`src/rtl/rx_frame_arbiter.sv`:
```
// =============================================================================
// Module : rx_frame_arbiter
// Desc   : Round-robin frame arbiter from four RX FIFOs to one tagged byte
//          stream. Define RX_ARB_TIMEOUT_EN for the per-frame stall timeout.
// Rev    : 1.0  initial release
// =============================================================================
`default_nettype none

module rx_frame_arbiter #(
  parameter int TIMEOUT_CYCLES = 4096,
  parameter int TCNT_W         = 13
) (
  input  logic        clk,
  input  logic        arst_n,
  input  logic [3:0]  i_fifo_empty,
  input  logic [31:0] i_fifo_dout,
  input  logic [3:0]  i_fifo_del,
  output logic [3:0]  i_fifo_rden,
  input  logic [3:0]  mask_port,
  output logic [7:0]  o_data,
  output logic        o_valid,
  input  logic        o_ready,
  output logic        o_sof,
  output logic        o_eof,
  output logic [1:0]  o_port,
  output logic        o_busy,
  output logic        o_abort
);

  typedef enum logic [0:0] {
    ST_IDLE   = 1'b0,
    ST_STREAM = 1'b1
  } state_t;

  state_t      state_q, state_d;
  logic [1:0]  rr_ptr_q, rr_ptr_d;
  logic [1:0]  grant_q, grant_d;
  logic        inflight_q, inflight_d;
  logic        first_q, first_d;
  logic [7:0]  data_q, data_d;
  logic        valid_q, valid_d;
  logic        sof_q, sof_d;
  logic        eof_q, eof_d;
  logic [1:0]  port_q, port_d;
  logic [3:0]  w_rden;
  logic [3:0]  w_req;
  logic        w_found;
  logic [1:0]  w_pick;
  logic [1:0]  w_idx;
  logic        w_out_free;
`ifdef RX_ARB_TIMEOUT_EN
  logic [TCNT_W-1:0] tcnt_q, tcnt_d;
  logic              abort_q, abort_d;
`endif

  always_ff @(posedge clk or negedge arst_n) begin
    if (!arst_n) begin
      state_q    <= ST_IDLE;
      rr_ptr_q   <= 2'd0;
      grant_q    <= 2'd0;
      inflight_q <= 1'b0;
      first_q    <= 1'b0;
      data_q     <= 8'd0;
      valid_q    <= 1'b0;
      sof_q      <= 1'b0;
      eof_q      <= 1'b0;
      port_q     <= 2'd0;
`ifdef RX_ARB_TIMEOUT_EN
      tcnt_q     <= '0;
      abort_q    <= 1'b0;
`endif
    end else begin
      state_q    <= state_d;
      rr_ptr_q   <= rr_ptr_d;
      grant_q    <= grant_d;
      inflight_q <= inflight_d;
      first_q    <= first_d;
      data_q     <= data_d;
      valid_q    <= valid_d;
      sof_q      <= sof_d;
      eof_q      <= eof_d;
      port_q     <= port_d;
`ifdef RX_ARB_TIMEOUT_EN
      tcnt_q     <= tcnt_d;
      abort_q    <= abort_d;
`endif
    end
  end

  always_comb begin
    state_d    = state_q;
    rr_ptr_d   = rr_ptr_q;
    grant_d    = grant_q;
    inflight_d = inflight_q;
    first_d    = first_q;
    data_d     = data_q;
    valid_d    = valid_q;
    sof_d      = sof_q;
    eof_d      = eof_q;
    port_d     = port_q;
    w_rden     = 4'b0000;
`ifdef RX_ARB_TIMEOUT_EN
    tcnt_d     = tcnt_q;
    abort_d    = 1'b0;
`endif
    w_req      = ~i_fifo_empty & ~mask_port;
    w_found    = 1'b0;
    w_pick     = rr_ptr_q;
    w_idx      = 2'd0;
    for (int k = 0; k < 4; k++) begin
      w_idx = rr_ptr_q + 2'(k);
      if (!w_found && w_req[w_idx]) begin
        w_found = 1'b1;
        w_pick  = w_idx;
      end
    end
    // A read may only be issued when its byte is sure to land in an empty register.
    w_out_free = ~valid_q | o_ready;
    if (valid_q && o_ready) valid_d = 1'b0;

    case (state_q)
      ST_IDLE: begin
        if (w_found) begin
          grant_d = w_pick;
          first_d = 1'b1;
          state_d = ST_STREAM;
`ifdef RX_ARB_TIMEOUT_EN
          tcnt_d  = '0;
`endif
          if (w_out_free) port_d = w_pick;
        end
      end
      ST_STREAM: begin
        if (inflight_q) begin
          inflight_d = 1'b0;
          data_d     = i_fifo_dout[{grant_q, 3'b000} +: 8];
          valid_d    = 1'b1;
          sof_d      = first_q;
          eof_d      = i_fifo_del[grant_q];
          port_d     = grant_q;
          first_d    = 1'b0;
`ifdef RX_ARB_TIMEOUT_EN
          tcnt_d     = '0;
`endif
          if (i_fifo_del[grant_q]) begin
            rr_ptr_d = grant_q + 2'd1;
            state_d  = ST_IDLE;
          end
        end
`ifdef RX_ARB_TIMEOUT_EN
        else if (tcnt_q == TCNT_W'(TIMEOUT_CYCLES - 1)) begin
          abort_d  = 1'b1;
          rr_ptr_d = grant_q + 2'd1;
          state_d  = ST_IDLE;
          tcnt_d   = '0;
        end
`endif
        else begin
`ifdef RX_ARB_TIMEOUT_EN
          tcnt_d = tcnt_q + TCNT_W'(1);
`endif
          if (!i_fifo_empty[grant_q] && w_out_free) begin
            w_rden[grant_q] = 1'b1;
            inflight_d      = 1'b1;
          end
        end
      end
    endcase
  end

  assign i_fifo_rden = w_rden;
  assign o_data      = data_q;
  assign o_valid     = valid_q;
  assign o_sof       = sof_q;
  assign o_eof       = eof_q;
  assign o_port      = port_q;
  assign o_busy      = (state_q == ST_STREAM);
`ifdef RX_ARB_TIMEOUT_EN
  assign o_abort     = abort_q;
`else
  // Constant 0 for every legal configuration; no stall counter exists here.
  assign o_abort     = (TCNT_W == 0) && (TIMEOUT_CYCLES == 0);
`endif

endmodule

`default_nettype wire
```
`config.mk`:
```
export PLATFORM = sky130hd
export DESIGN_NAME = rx_frame_arbiter
export DESIGN_NICKNAME = d
export VERILOG_FILES = /design/src/rtl/rx_frame_arbiter.sv
export SDC_FILE = /design/constraint.sdc
export NUM_CORES = 1
export LEC_CHECK = 0
export ABC_AREA = 1
export BUFFER_PORTS_ARGS = -buffer_cell sky130_fd_sc_hd__buf_2
export CORE_ASPECT_RATIO = 0.5
export CORE_UTILIZATION = 37
export CTS_CLUSTER_DIAMETER = 60
export DETAILED_ROUTE_END_ITERATION = 12
export MAX_ROUTING_LAYER = met4
export PLACE_DENSITY_LB_ADDON = 0.15
export SLEW_MARGIN = 20
export SYNTH_ARGS = -nofsm -noshare
export SYNTH_HDL_FRONTEND = slang
export SYNTH_SLANG_ARGS = --single-unit
```
`constraint.sdc`:
```
create_clock -name clk -period 2 [get_ports clk]
set_clock_uncertainty 0.1 [all_clocks]
set_input_delay 0.2 -clock clk [delete_from_list [all_inputs] [get_ports clk]]
set_output_delay 0.2 -clock clk [all_outputs]
set_load 0.005 [all_outputs]
```
==> impl_metrics.csv, run 1 <==
group,metric,value,unit
routing,drtIter0Drc,50,
setup_path,cp-start-kind,"flop",
clock_tree,htreeDepth,1,
synth,async_reset_ff_share,100,%
routing,antenna_left,0,
sta,hold_viol_final,0,
clock_tree,cts.reportedPaths.clkPinSlew,70,ps
clock_tree,clockBufferDepth,2,
outcome,outcome,"finished clean",
synth,avgSynthCellArea,6.90,µm²
power_and_ir_drop,power_density,1440,nW/µm²
routing,post_drt_wl_per_cell,11.0,µm
sta,post-route-period-util,91.2,%
routing,drc,0,
clock_tree,clock-sinks,20,
global_route,grt_pass1_wl,6.04,mm
sta,finalCriticalPeriod,1820,ps
sta,setup_violations,0,
final_layout,final_nets,332,
clock_tree,cts_setup_buffers,0,
sta,tns,0,ps
floorplanning,start_util,40.8,%
clock_tree,root_buffer,"clkbuf_8",
placed_design,port_buffers,64,
setup_path,end_kind,"primary output",
floorplanning,io_pins,66,
job,drv_cap,0,
synth,synth_cells,214,
synth,yosysUniqueCellTypes,28,
clock_tree,cts_made_buffers,3,
floorplanning,num_rows,15,
setup_path,crit_fanout,10,
setup_path,critPathTopFamily,"compound AO/OA/AOI/OAI gates",
synth,yosysMostFrequentCell,"nor2_1",
sta,slew_viol_final,0,
global_route,antenna_found_initial,0,
setup_path,critPathSlowestCell,"dfrtp_1",
routing,routed-via-count,1559,
routing,vias_per_cell,4.72,
synth,synthesis.nets,265,
synth,synthTopCellsByArea,"dfrtp_1, nor2_1, nand2_1",
synth,yosysWarningCount,0,
clock_tree,cts_tree,"yes",
final_layout,n_antenna_cell,0,
synth,yosysTopAreaCell,"dfrtp_1",
setup_path,worstSetupPathType,"reg2out",
synth,synth_commonest_cells,"nor2_1, nand2_1, o21ai_0",
power_and_ir_drop,p_total,2770,µW
min_path,min_path_type,"in2reg",
global_route,grt_util_all_layers,18.9,%
setup_path,worstPathRequired,1700,ps
setup_path,crit_arrival,1520,ps
routing,drt-total-wl,3.62,mm
synth,netlist_area,1480,µm²
setup_path,critical_path.cell_chain,"inv_1, o21ai_0, o221ai_2, nor2_1, buf_2",
synth,yosys.area.top_type_share,33.9,%
routing,first_pass_iters,4,
clock_tree,clock_latency,250,ps
floorplanning,die_w,91.4,µm
placed_design,dp_hpwl,2.84,mm
global_route,grt-ovfl-total,0,
floorplanning,chipHeight,46.7,µm
floorplanning,core_area,3620,µm²
sta,fmax,0.548,GHz
synth,synth_seq_cells,20,
placed_design,gp_congestion,0.863,
final_layout,drive_above_1_share,34.4,%
synth,synth_edf_count,0,
global_route,first_global_vias,1361,
synth,synth-main-ff-cell,"dfrtp_1",
setup_path,cp_num_buf_inv,2,
setup_path,critPathMaxStageDelay,390,ps
floorplanning,die_area,4270,µm²
power_and_ir_drop,p_leak,0.000993,µW
power_and_ir_drop,worst_ir_drop_vdd,0.605,mV
final_layout,syn2layout_area_growth,30.0,%
global_route,grt_max_degree,21,
sta,rsz0062_at_grt,"false",
synth,yosysSeqAreaShare,33.9,%
[metal layers]
layer / vias up / track usage [%] / routed length [µm]
met5: - / - / 0
met1: 687 / 22.8 / 1730
met3: 4 / 3.47 / 179
met4: 0 / 5.71 / 29
met2: 45 / 33.3 / 1680
li1: 823 / - / -
[cell usage in the layout (no fill, tap or decap), drive strengths merged]
master	n
nand2	51
nand3b	1
clkinv	1
nor2	61
buf	70
o221ai	1
a21oi	2
o21ai	25
conb	1
dlygate4sd3	1
clkbuf	3
and2	1
o22ai	1
nand3	14
dfrtp	20
ha	4
inv	13
a31oi	9
[report_power, final]
part	internal, µW	switching [µW]
combinational	700	1060
sequential	600	149
clock	134	121
[logic make-up (layout without fill, tap and decap cells)]
family,Yosys count,after routing,synth area share [%]
DFF,20,20,33.9
and+or+nand+nor,128,128,39.3
buffers and inverters,23,88,7.45
other,1,1,0.254
adders and majority gates,4,4,3.39
AOI/OAI and AO/OA,38,38,15.7
[repair_timing]
item,CTS,global route
endpoints found under the hold margin,20,0
endpoints found under the setup margin,0,7
hold buffers,1,0
resized for setup,0,2
[metrics by stage]
step	instance area (µm²)	utilization (%)	setup slack [ps]	hold slack, ps	std cells
global route	1920	53.0	9.19	51.6	330
detailed placement	1860	51.4	119	74.3	326
floorplan	1480	-	360	-196	214
finish	1920	53.0	175	48.6	330
global placement	1860	51.4	208	75.1	326
CTS	1910	52.8	18.3	50.4	330
[path summary, 6_finish.rpt]
check,start,endpoint,slack [ps],cells past startpoint
max in group asynchronous,arst_n,rr_ptr_q[0]$_DFFE_PN0P_,1110,2
worst min register to register,o_port[0]$_DFFE_PN0P_,o_port[0]$_DFFE_PN0P_,380,2
worst max-delay path,grant_q[0]$_DFFE_PN0P_,i_fifo_rden[2],180,5
worst max register to register,rr_ptr_q[1]$_DFFE_PN0P_,o_port[0]$_DFFE_PN0P_,210,12
min in group asynchronous,arst_n,rr_ptr_q[0]$_DFFE_PN0P_,350,2
worst min-delay path,o_ready,o_valid$_DFF_PN0_,50,2
[state kept, by name, indices dropped and copies added (netlist names)]
signal,cells
o_port,2
o_eof,1
o_valid,1
grant_q,2
o_busy,1
o_sof,1
inflight_q,1
first_q,1
o_data,8
rr_ptr_q,2
[cell type report]
type | instances | area, µm²
Fill cell | 368 | 1700
Multi-Input combinational cell | 171 | 873
Sequential cell | 20 | 502
Timing Repair Buffer | 71 | 375
Clock buffer | 3 | 41.3
Inverter | 14 | 65.1
Tap cell | 51 | 63.8
No activity file was read; power rests on OpenSTA's default activity.
==> inputs of run 2 (changes only) <==
- PLACE_DENSITY: default -> 0.65
- PLACE_DENSITY_LB_ADDON: 0.15 -> default
==> run 2 against run 1 <==
Effect of this change: final area up 1.6%; maximum frequency is 0.15% higher; core utilization rose by 0.83 points; critical path type unchanged; combinational power about the same; non-clock buffer count unchanged; cell count grew 0.30%; global-route usage is 0.90 points higher; sequential cell count stayed put; sequential power barely moved; critical path depth stayed put.
==> impl_metrics.csv, run 2 (synthesized netlist as in run 1, its figures left out) <==
group,metric,value,unit
global_route,grt_max_degree,25,
final_layout,layout_commonest_cell,"buf_2",
routing,drc,0,
clock_tree,cts_tree,"yes",
setup_path,worstPathRequired,1700,ps
final_layout,largest_reg_flops,8,
placed_design,dp_hpwl,2.90,mm
sta,setup_slack,178,ps
sta,finalCriticalPeriod,1820,ps
power_and_ir_drop,p_int,1570,µW
global_route,grt-ovfl-total,0,
global_route,first_global_vias,1435,
sta,slew_viol_final,0,
sta,hold_viol_final,0,
sta,tns,0,ps
min_path,min_from,"o_ready",
routing,drt-total-wl,3.78,mm
setup_path,crit_fanout,13,
setup_path,crit_arrival,1520,ps
sta,fmax,0.549,GHz
final_layout,most-common-layout-cells,"buf_2, nor2_1, nand2_1, o21ai_0, dfrtp_1",
routing,antenna_left,0,
floorplanning,num_rows,15,
routing,first_pass_iters,4,
clock_tree,cts_made_buffers,3,
job,drv_cap,0,
sta,post-route-period-util,91.1,%
power_and_ir_drop,switching_share,46.7,%
setup_path,critPathMaxStageDelay,380,ps
placed_design,pre_cts_slack,135,ps
final_layout,n_fill_cell,355,
clock_tree,clock_latency,260,ps
setup_path,r2r_start,"rr_ptr_q[1]$_DFFE_PN0P_",
setup_path,critical_path.cell_chain,"inv_1, o21ai_0, o221ai_2, nor2_1, buf_2",
global_route,grt_util_all_layers,19.8,%
floorplanning,die_w,91.4,µm
clock_tree,root_buffer,"clkbuf_8",
power_and_ir_drop,power_density,1510,nW/µm²
power_and_ir_drop,clock_power_share,13.8,%
floorplanning,core_area,3620,µm²
power_and_ir_drop,p_leak,0.00101,µW
floorplanning,io_pins,66,
routing,vias_per_cell,4.74,
min_path,min_path_type,"in2reg",
routing,routed-via-count,1569,
routing,drtIter0Drc,50,
setup_path,worstSetupPathType,"reg2out",
final_layout,syn2layout_area_growth,32.0,%
floorplanning,start_util,40.8,%
clock_tree,htreeDepth,1,
clock_tree,clock-sinks,20,
final_layout,final_nets,332,
placed_design,port_buffers,64,
floorplanning,chipHeight,46.7,µm
routing,post_drt_wl_per_cell,11.4,µm
final_layout,drive_above_1_share,34.6,%
power_and_ir_drop,worst_ir_drop_vdd,0.549,mV
power_and_ir_drop,seqPwrFrac,25.5,%
power_and_ir_drop,power_switching,1370,µW
setup_path,cp-start-kind,"flop",
power_and_ir_drop,comb_power_share,60.7,%
global_route,antenna_found_initial,0,
final_layout,n_antenna_cell,0,
setup_path,cp-startpoint,"grant_q[0]$_DFFE_PN0P_",
setup_path,critPathSlowestCell,"dfrtp_1",
sta,rsz0062_at_grt,"false",
global_route,grt_pass1_wl,6.11,mm
setup_path,end_kind,"primary output",
placed_design,gp_congestion,0.889,
clock_tree,clockBufferDepth,2,
outcome,outcome,"finished clean",
floorplanning,die_area,4270,µm²
clock_tree,cts_setup_buffers,0,
clock_tree,cts.reportedPaths.clkPinSlew,80,ps
sta,setup_violations,0,
-- run 2: timing repair --
item / 4_1_cts / 5_1_grt
setup endpoints to repair: 0 / 5
hold buffers: 1 / 0
resized for setup: 0 / 2
endpoints found under the hold margin: 20 / 0
-- run 2: cell type report --
class / count / area, µm² / share of cell area, %
Multi-Input combinational cell: 171 / 873 / 44.8
Inverter: 14 / 65.1 / 3.34
Clock buffer: 3 / 41.3 / 2.12
Clock inverter: 1 / 30.0 / 1.54
Tap cell: 51 / 63.8 / 3.27
Sequential cell: 20 / 502 / 25.7
Timing Repair Buffer: 71 / 375 / 19.2
-- run 2: metrics by stage --
step / utilization (%) / cell area [µm²] / total power (µW) / hold WS (ps) / instances
2_1_floorplan: - / 1480 / 2020 / -196 / 214
3_5_place_dp: 51.4 / 1860 / 2530 / 91.2 / 326
3_3_place_gp: 51.4 / 1860 / 2490 / 76.9 / 326
6_report: 53.9 / 1950 / 2940 / 33.7 / 331
5_1_grt: 53.9 / 1950 / 3230 / 28.8 / 331
4_1_cts: 53.6 / 1940 / 2950 / 34.0 / 331
-- run 2: critical path, delay by kind of cell (launching register included) --
family | cells | cell delay [ps]
buffers and inverters | 2 | 400
flip-flops | 1 | 380
AO/OA/AOI/OAI | 2 | 400
AND/OR/NAND/NOR | 1 | 70
-- run 2: metal layers --
metal	global-route usage, %	share of wire [%]
met1	21.8	46
met3	3.63	4.2
met2	37.7	48
met5	-	0
met4	6.67	1.3
-- run 2: power by group through the flow --
stage	sequential (µW)	clock (µW)	combinational, µW
6_report	749	406	1780
4_1_cts	747	413	1790
3_3_place_gp	745	0	1740
5_1_grt	771	442	2010
3_5_place_dp	754	0	1780
2_1_floorplan	735	0	1280
-- run 2: path summary, 6_finish.rpt --
| check | end | slack [ps] | depth (start not counted) |
|---|---|---|---|
| min | o_valid$_DFF_PN0_ | 30 | 2 |
| max in group asynchronous | rr_ptr_q[0]$_DFFE_PN0P_ | 1140 | 2 |
| min reg2reg | o_eof$_DFFE_PN0P_ | 380 | 2 |
| max reg2reg | o_port[0]$_DFFE_PN0P_ | 230 | 12 |
| max | i_fifo_rden[3] | 180 | 5 |
| min in group asynchronous | o_data[0]$_DFFE_PN0P_ | 320 | 2 |
